**src/rtl/prbs_pkg.sv**
```systemverilog
// Shared PRBS definitions: polynomial tap lookup, legal-order check and default seeds.
package prbs_pkg;

    localparam int unsigned PRBS_MAX_ORDER = 31;

    // Second tap of the primitive trinomial x^order + x^tap + 1; 0 marks an unsupported order.
    function automatic int unsigned prbs_tap(input int unsigned order);
        case (order)
            7:       return 6;
            9:       return 5;
            15:      return 14;
            23:      return 18;
            31:      return 28;
            default: return 0;
        endcase
    endfunction

    function automatic bit prbs_order_legal(input int unsigned order);
        return prbs_tap(order) != 0;
    endfunction

    function automatic logic [PRBS_MAX_ORDER-1:0] prbs_default_seed(input int unsigned order);
        logic [PRBS_MAX_ORDER-1:0] ones;
        ones = '1;
        return ones >> (PRBS_MAX_ORDER - order);
    endfunction

endpackage

```
**src/rtl/prbs_generator_if.sv**
```systemverilog
// Qualifier and bit-output bundle between a PRBS source and its consumer.
interface prbs_generator_if;
    logic i_enable;
    logic i_valid;
    logic o_prbsx;

    modport master (output i_enable, output i_valid, input o_prbsx);
    modport slave  (input i_enable, input i_valid, output o_prbsx);
endinterface

```
**src/rtl/prbs_lfsr_core.sv**
```systemverilog
// Fibonacci LFSR register: shifts toward the MSB, feedback enters at bit 0.
module prbs_lfsr_core #(
    parameter int unsigned      ORDER = 9,
    parameter int unsigned      TAP   = 5,
    parameter logic [ORDER-1:0] SEED  = '1
) (
    input  logic             clock,
    input  logic             i_reset,
    input  logic             i_adv,
    output logic [ORDER-1:0] o_state
);

    logic [ORDER-1:0] sr_q;
    logic [ORDER-1:0] sr_d;
    logic             fb;

    always_comb begin
        fb   = sr_q[ORDER-1] ^ sr_q[TAP-1];
        sr_d = sr_q;
        if (i_adv) begin
            sr_d = {sr_q[ORDER-2:0], fb};
        end
    end

    always_ff @(posedge clock) begin
        if (i_reset) begin
            sr_q <= SEED;
        end else begin
            sr_q <= sr_d;
        end
    end

    assign o_state = sr_q;

endmodule

```
**src/rtl/prbs_generator.sv**
```systemverilog
// PRBS bit source: one bit per qualified clock, MSB of the LFSR drives the output.
module prbs_generator
    import prbs_pkg::*;
#(
    parameter int unsigned      ORDER = 9,
    parameter logic [ORDER-1:0] SEEDX = 9'b110101010
) (
    input  logic              clock,
    input  logic              i_reset,
    prbs_generator_if.slave   bus
);

    localparam int unsigned                 TAP      = prbs_tap(ORDER);
    localparam logic [PRBS_MAX_ORDER-1:0]   DEF_SEED = prbs_default_seed(ORDER);
    // An all-zero seed would lock the LFSR, so it is swapped for all-ones.
    localparam logic [ORDER-1:0]            SEED_EFF = (SEEDX == '0) ? DEF_SEED[ORDER-1:0] : SEEDX;

    generate
        if (!prbs_order_legal(ORDER)) begin : g_bad_order
            $error("prbs_generator: unsupported ORDER %0d", ORDER);
        end
    endgenerate

    logic [ORDER-1:0] state;
    logic             adv;
    logic             unused_state_bits;

    assign adv = bus.i_enable & bus.i_valid;

    prbs_lfsr_core #(
        .ORDER (ORDER),
        .TAP   (TAP),
        .SEED  (SEED_EFF)
    ) u_core (
        .clock   (clock),
        .i_reset (i_reset),
        .i_adv   (adv),
        .o_state (state)
    );

    assign bus.o_prbsx       = state[ORDER-1];
    assign unused_state_bits = ^state[ORDER-2:0];

endmodule

```
**src/flat_wrapper.sv**
```systemverilog
// flat-port wrapper written by rule: the top's interface ports become plain ports
module prbs_generator_flat import prbs_pkg::*;
#(
    parameter int unsigned      ORDER = 9,
    parameter logic [ORDER-1:0] SEEDX = 9'b110101010
)
  (clock, i_reset, bus_i_enable, bus_i_valid, bus_o_prbsx);
  prbs_generator_if bus_i ();
  input  logic clock;
  input  logic i_reset;
  input wire logic [$bits(bus_i.i_enable)-1:0] bus_i_enable;
  input wire logic [$bits(bus_i.i_valid)-1:0] bus_i_valid;
  output wire logic [$bits(bus_i.o_prbsx)-1:0] bus_o_prbsx;
  assign bus_i.i_enable = bus_i_enable;
  assign bus_i.i_valid = bus_i_valid;
  assign bus_o_prbsx = bus_i.o_prbsx;
  prbs_generator #(.ORDER(ORDER), .SEEDX(SEEDX)) u_core (.clock(clock), .i_reset(i_reset), .bus(bus_i));
endmodule
```
**config.mk**
```make
export PLATFORM = sky130hd
export DESIGN_NAME = prbs_generator_flat
export DESIGN_NICKNAME = d
export VERILOG_FILES = /design/src/rtl/prbs_pkg.sv /design/src/rtl/prbs_generator_if.sv /design/src/rtl/prbs_lfsr_core.sv /design/src/rtl/prbs_generator.sv /design/src/flat_wrapper.sv
export SDC_FILE = /design/constraint.sdc
export NUM_CORES = 1
export LEC_CHECK = 0
export CAP_MARGIN = 10
export CORE_MARGIN = 8
export CORE_UTILIZATION = 27
export DETAILED_ROUTE_END_ITERATION = 10
export HOLD_SLACK_MARGIN = 0.08
export MAX_ROUTING_LAYER = met4
export PLACE_DENSITY_LB_ADDON = 0.15
export SLEW_MARGIN = 20
export SYNTH_ARGS = -nofsm -noshare
export SYNTH_HDL_FRONTEND = slang
export SYNTH_HIERARCHICAL = 1
export SYNTH_SLANG_ARGS = --single-unit
```
**constraint.sdc**
```tcl
create_clock -name clock -period 3.4 [get_ports clock]
set_input_delay 1.02 -clock clock [delete_from_list [all_inputs] [get_ports clock]]
set_output_delay 1.02 -clock clock [all_outputs]
set_load 0.02 [all_outputs]
```
; ---- Word level (Yosys, flattened, before mapping)
; Index checks and enable logic that the tools add are counted.
[op_classes]
bitwise = 2
[ops]
columns = cell, count
row1 = $and A1 B1 Y1, 1
row2 = $xor A1 B1 Y1, 1
[totals]
inputBits = 4
output_inout_bits = 1
ff_bits = 9

; ---- Depth between registers and ports, before layout
; Gate-level depths: netlist of run 1.
[logic_depth]
depth_word = 1
mapped_depth = 4
depth_no_buf = 3

; ---- Modules after synthesis
; Netlist of run 1, hierarchy kept.
[by_module_without_submodules]
columns = mod, seq_area_each_um2, area_each_um2, cells_each, n_inst
row1 = prbs_lfsr_core, 180.2, 345.3, 30, 1
row2 = prbs_generator, 0.0, 6.3, 1, 1

; ---- Least setup slack after synthesis of run 1
; OpenSTA, ideal clock, no wires.
[synth_path]
kind = input port to flip-flop
from = input bus_i_enable
to = register u_core.u_core.sr_q[7] (netlist: u_core/u_core/o_state[7])
path_slack_ps = 1605
arrival_time_ps = 1675
path_stages = 3
t_required_ps = 3280
path_cell_list = and2_1 -> buf_6 -> a211o_2
[synth_via]
elab_chain_len = 1
[synth_lines]
columns = item, line
row1 = start: declaration, flat_wrapper.sv:11  ; input wire logic [$bits(bus_i.i_enable)-1:0] bus_i_enable;
row2 = $and A1 B1 Y1, prbs_generator.sv:28  ; assign adv = bus.i_enable & bus.i_valid;
row3 = end signal: assignment, prbs_lfsr_core.sv:29  ; sr_q <= sr_d;
row4 = end: declaration, prbs_lfsr_core.sv:13  ; logic [ORDER-1:0] sr_q;
; Every way passes these cells.
; A chain may end at the register's enable or synchronous reset.

; ---- Worst setup path after layout of run 1
[layout_path]
from = register u_core.u_core.sr_q[8] (netlist: u_core/u_core/o_state[8])
to = output bus_o_prbsx
[layout_rtl]
columns = item, line
row1 = end: declaration, flat_wrapper.sv:13  ; output wire logic [$bits(bus_i.o_prbsx)-1:0] bus_o_prbsx;
; No word-level cell between the ends.

==> flow_metrics.py, run 1 <==
metrics = {
    "worst_setup_path": {
        "crit_family": "buffers and inverters",
        "critPathKind": "reg2out",
        "cp_data_arrival_time_ns": 1.22,
        "crit_buf_inv": 1,
        "path_cells": "clkdlybuf4s50_1",
        "crit_required_ns": 2.38,
        "r2r_cells": 2,
        "worstPathMaxFanout": 3,
        "worst_path_max_delay_cell": "clkdlybuf4s50_1",
        "path_depth": 1,
        "slowest_delay_ns": 0.62,
        "startpoint_type": "flop",
        "end_kind": "output pin",
    },
    "timing": {
        "fmax_ghz": 0.446,
        "worst_pin_slew_ns": 0.570,
        "final-setup-viol-count": 0,
        "max-slew-margin-rel": 0.620,
        "finalHoldViolCount": 0,
        "skew_ns": 0.000567,
        "tns_ns": 0,
        "rsz0062_at_grt": "false",
        "fin_crit_ns": 2.24,
        "drv_slew": 0,
        "finalCritPeriodShare": 0.660,
    },
    "synthesis": {
        "ys_ff_latch": 9,
        "yosysMostFrequentCell": "dfxtp_1",
        "synth_top_cell_area_share": 0.512,
        "synth_top_family_by_area": "compound AO/OA/AOI/OAI gates",
        "yosysWarnings": 6,
        "synth-xor-area-share": 0.0249,
        "muxShareOfSynthArea": 0.0854,
        "synth_edf_count": 0,
        "synth_area_um2": 352,
        "syn_nets": 35,
        "synth_compound_area_frac": 0.178,
        "synth_fa_ha_area_frac": 0,
        "synth_area_leaders": "dfxtp_1 51%, a211o_2 14%, nor2b_1 8.9%, mux2i_1 8.5%, a211oi_2 3.6%",
        "yosys.area_share.simple": 0.157,
        "synthCells": 31,
        "synth_top_cell_by_area": "dfxtp_1",
        "synth_seq_area_share": 0.512,
        "synth_area_per_cell_um2": 11.3,
        "synthTopCellsByCount": "9 x dfxtp_1, 5 x a211o_2, 5 x nor2b_1",
        "ys.flop_type": "dfxtp_1",
        "ys_types": 11,
        "ys_async_sr_fraction": 0,
    },
    "detailed_routing": {
        "wirelength_um": 540,
        "ant_nets": 0,
        "dr_total_vias": 223,
        "wl_per_cell_um": 10.4,
        "drt-vias-per-instance": 4.29,
        "first_pass_iters": 2,
        "drc": 0,
        "drtIter0Drc": 3,
    },
    "layout": {
        "fillers": 134,
        "synthToLayoutAreaGrowth_pct": 19.9,
        "design_area_um2": 422,
        "drive_gt1_frac": 0.270,
        "final-seq-area_um2": 180,
        "n_antenna_cell": 0,
        "finish.utilization": 0.337,
        "fin_nets": 42,
        "multiInputGateArea_um2": 156,
        "largest_register_ff_count": 9,
    },
    "power": {
        "power_density_nw_per_um2": 525,
        "total_power_w": 0.000221,
        "peakVddDrop_uv": 207,
        "power_leakage_nw": 0.157,
    },
    "clocking": {
        "htree_levels": 1,
        "numCtsBuffers": 3,
        "cts_setup_buffers": 0,
        "cts_resized": 0,
        "root_buffer": "clkbuf_4",
        "clk_pin_slew_worst_paths_ns": 0.06,
        "cts_sinks": 9,
        "insertion_delay_ns": 0.25,
        "cts_hold_buf": 0,
        "cts_max_path_buffers": 2,
        "tritoncts": "built",
    },
    "die": {
        "num_rows": 13,
        "core_um2": 1250,
        "die_h_um": 52.1,
        "start_util": 0.281,
        "fp.dieArea_um2": 2710,
        "io_pins": 5,
        "die_width_um": 52.1,
    },
    "min_path": {
        "hold_path.class": "reg2reg",
        "whs_path_depth": 1,
    },
    "global_routing": {
        "grt_use_total": 0.0508,
        "grt_pass1_wl_um": 876,
        "grt_pass1_vias": 210,
        "grt.overflow.total": 0,
        "grt_max_degree": 16,
        "grt_antenna_before_repair": 0,
    },
    "status": {
        "outcome": "finished clean",
    },
    "flow_run": {
        "maxCapViolCount": 0,
    },
    "place": {
        "io_buffer_count": 4,
        "hpwl_um": 403,
        "dpl_cell_area_um2": 395,
        "gp_congestion": 0.638,
    },
}
## worst paths after layout
kind	start	endpoint	slack, ns
min	u_core/u_core/o_state[7]	u_core/u_core/o_state[8]	0.46
max	u_core/u_core/o_state[8]	bus_o_prbsx	1.16
min reg2reg	u_core/u_core/o_state[7]	u_core/u_core/o_state[8]	0.46
max reg2reg	u_core/u_core/o_state[8]	u_core/u_core/o_state[8]	2.57
## area by class of cell
cell class                      instances  share of cell area
Clock buffer                            4              0.0623
Multi-Input combinational cell         20               0.371
Sequential cell                         9               0.427
Tap cell                               15              0.0445
Timing Repair Buffer                    4              0.0950
## through the flow
step	cells	hold slack [ns]	setup WS [ns]
2_1_floorplan	31	0.436	1.60
3_3_place_gp	48	0.441	0.963
3_5_place_dp	48	0.451	0.923
4_1_cts	52	0.467	1.14
5_1_grt	52	0.475	1.09
6_report	52	0.464	1.16
## per-layer routing
metal  global-route usage  routed length [um]  vias up
met3               0.0399                  41        2
met1               0.0421                 234       98
met2               0.0560                 252        3
met4               0.0796                  12        0
li1                     -                   -      120
met5                    -                   0        -
## cell families after synthesis
group	count (synthesis)
simple gates	10
buf+inv	2
mux	3
compound gates	6
flops	9
xor+xnor	1
## placed cells by master (no fill, tap or decap)
| cell | instances |
|---|---|
| clkdlybuf4s50_1 | 4 |
| nor2_2 | 1 |
| mux2i_1 | 3 |
| a211o_2 | 5 |
| a211oi_2 | 1 |
| clkbuf_1 | 1 |
| nor2b_1 | 5 |
| xnor2_1 | 1 |
| clkbuf_4 | 3 |
| and2_1 | 1 |
| dfxtp_1 | 9 |
| nor2_1 | 3 |
## power breakdown
group / switching (W) / internal [W] / leakage (nW)
clock: 0.0000338 / 0.0000450 / 0.0150
sequential: 0.00000434 / 0.000113 / 0.0746
combinational: 0.0000106 / 0.0000145 / 0.0675
total: 0.0000487 / 0.000173 / 0.157
Power figures use the tool's default switching activity.
==> run 2: changes to the inputs <==
==> constraint.sdc (replaced) <==
create_clock -name clock -period 1.92 [get_ports clock]
set_input_delay 0.576 -clock clock [delete_from_list [all_inputs] [get_ports clock]]
set_output_delay 0.576 -clock clock [all_outputs]
set_load 0.02 [all_outputs]
==> run 2 against run 1 <==
Wire length up 0.74%. Cell count up 1.9%. First-iteration DRC count up 100%. Setup slack worse by 1.0 ns. Critical path type unchanged. Sequential cell count unchanged. Largest cell class unchanged.
==> flow_metrics.py, run 2 (synthesized netlist as in run 1, its figures left out) <==
metrics = {
    "timing": {
        "finalCritPeriodShare": 0.934,
        "worst_pin_slew_ns": 0.345,
        "fmax_ghz": 0.557,
        "drv_slew": 0,
        "fin_crit_ns": 1.79,
        "rsz0062_at_grt": "false",
        "skew_ns": 0.000760,
        "tns_ns": 0,
        "max-slew-margin-rel": 0.769,
        "final-setup-viol-count": 0,
        "finalHoldViolCount": 0,
    },
    "die": {
        "num_rows": 13,
        "fp.dieArea_um2": 2710,
        "die_h_um": 52.1,
        "die_width_um": 52.1,
        "core_um2": 1250,
        "start_util": 0.281,
        "io_pins": 5,
    },
    "worst_setup_path": {
        "worst_path_max_delay_cell": "clkdlybuf4s50_1",
        "crit_family": "buffers and inverters",
        "path_depth": 1,
        "path_cells": "clkdlybuf4s50_1",
        "crit_required_ns": 1.34,
        "cp_data_arrival_time_ns": 1.22,
        "crit_buf_inv": 1,
        "r2r_cells": 2,
        "slowest_delay_ns": 0.62,
        "critPathKind": "reg2out",
        "startpoint_type": "flop",
        "end_kind": "output pin",
        "worstPathMaxFanout": 3,
    },
    "global_routing": {
        "busiest_layer": "met2",
        "grt_use_total": 0.0526,
        "grt_pass1_wl_um": 979,
        "grt.overflow.total": 0,
        "grt_antenna_before_repair": 0,
        "use_met2": 0.0680,
        "grt_max_degree": 16,
        "grt.met3_usage": 0.0370,
        "use_met1": 0.0536,
        "grt_pass1_vias": 237,
    },
    "clocking": {
        "clk_pin_slew_worst_paths_ns": 0.06,
        "cts_max_path_buffers": 2,
        "cts_setup_buffers": 0,
        "root_buffer": "clkbuf_4",
        "cts_hold_buf": 0,
        "insertion_delay_ns": 0.25,
        "cts_sinks": 9,
        "cts_resized": 0,
        "tritoncts": "built",
        "htree_levels": 1,
        "numCtsBuffers": 3,
    },
    "detailed_routing": {
        "drc": 0,
        "wl_per_cell_um": 10.3,
        "wirelength_um": 544,
        "dr_total_vias": 231,
        "ant_nets": 0,
        "first_pass_iters": 3,
        "drt-vias-per-instance": 4.36,
        "drtIter0Drc": 6,
    },
    "layout": {
        "finish.utilization": 0.353,
        "final_cell_mix": "9 x dfxtp_1, 5 x nor2b_1, 5 x a211o_2",
        "fillers": 129,
        "drive_gt1_frac": 0.289,
        "n_antenna_cell": 0,
        "final_common_cell": "dfxtp_1",
        "largest_register_ff_count": 9,
        "synthToLayoutAreaGrowth_pct": 25.6,
        "fin_nets": 43,
    },
    "place": {
        "gp_congestion": 0.632,
        "io_buffer_count": 4,
    },
    "flow_run": {
        "maxCapViolCount": 0,
    },
    "power": {
        "power_leakage_nw": 0.166,
        "power_density_nw_per_um2": 901,
        "peakVddDrop_uv": 407,
    },
    "status": {
        "outcome": "finished clean",
    },
    "min_path": {
        "hold_path.class": "reg2reg",
        "whs_path_depth": 1,
    },
}
[run 2: cell types whose count changed in the layout (fill, tap and decap cells not counted)]
cell	delta
buf_12	+1
[run 2: stage by stage]
stage          instance area, um^2  setup WS [ns]  hold WS [ns]  instances  power (W)
2_1_floorplan                  352          0.569         0.436         31   0.000246
5_1_grt                        442         0.0698         0.499         53   0.000427
6_report                       442          0.126         0.465         53   0.000398
3_3_place_gp                   415          0.167         0.444         49   0.000261
3_5_place_dp                   415          0.137         0.451         49   0.000263
4_1_cts                        442          0.106         0.468         53   0.000408
[run 2: worst paths after layout]
| path | from | end | slack [ns] |
|---|---|---|---|
| hold / removal | u_core/u_core/o_state[7] | u_core/u_core/o_state[8] | 0.46 |
| setup reg to reg | u_core/u_core/o_state[8] | u_core/u_core/o_state[8] | 1.11 |
| setup / recovery | u_core/u_core/o_state[8] | bus_o_prbsx | 0.13 |
| hold reg to reg | u_core/u_core/o_state[7] | u_core/u_core/o_state[8] | 0.46 |
[run 2: per-layer routing]
layer  vias up  wire length [um]
li1        120                 -
met3         0                35
met2         3               260
met1       108               248
met5         -                 0
met4         0                 0
[run 2: final cells by class]
| type | instances | area [um^2] | share of cell area |
|---|---|---|---|
| Multi-Input combinational cell | 20 | 156 | 0.354 |
| Tap cell | 15 | 18.8 | 0.0425 |
| Clock buffer | 4 | 26.3 | 0.0595 |
| Timing Repair Buffer | 5 | 60.1 | 0.136 |
| Sequential cell | 9 | 180 | 0.408 |
[run 2: report_power, final]
part	internal (W)	switching [W]
clock	0.0000797	0.0000605
combinational	0.0000297	0.0000202
sequential	0.000200	0.00000742
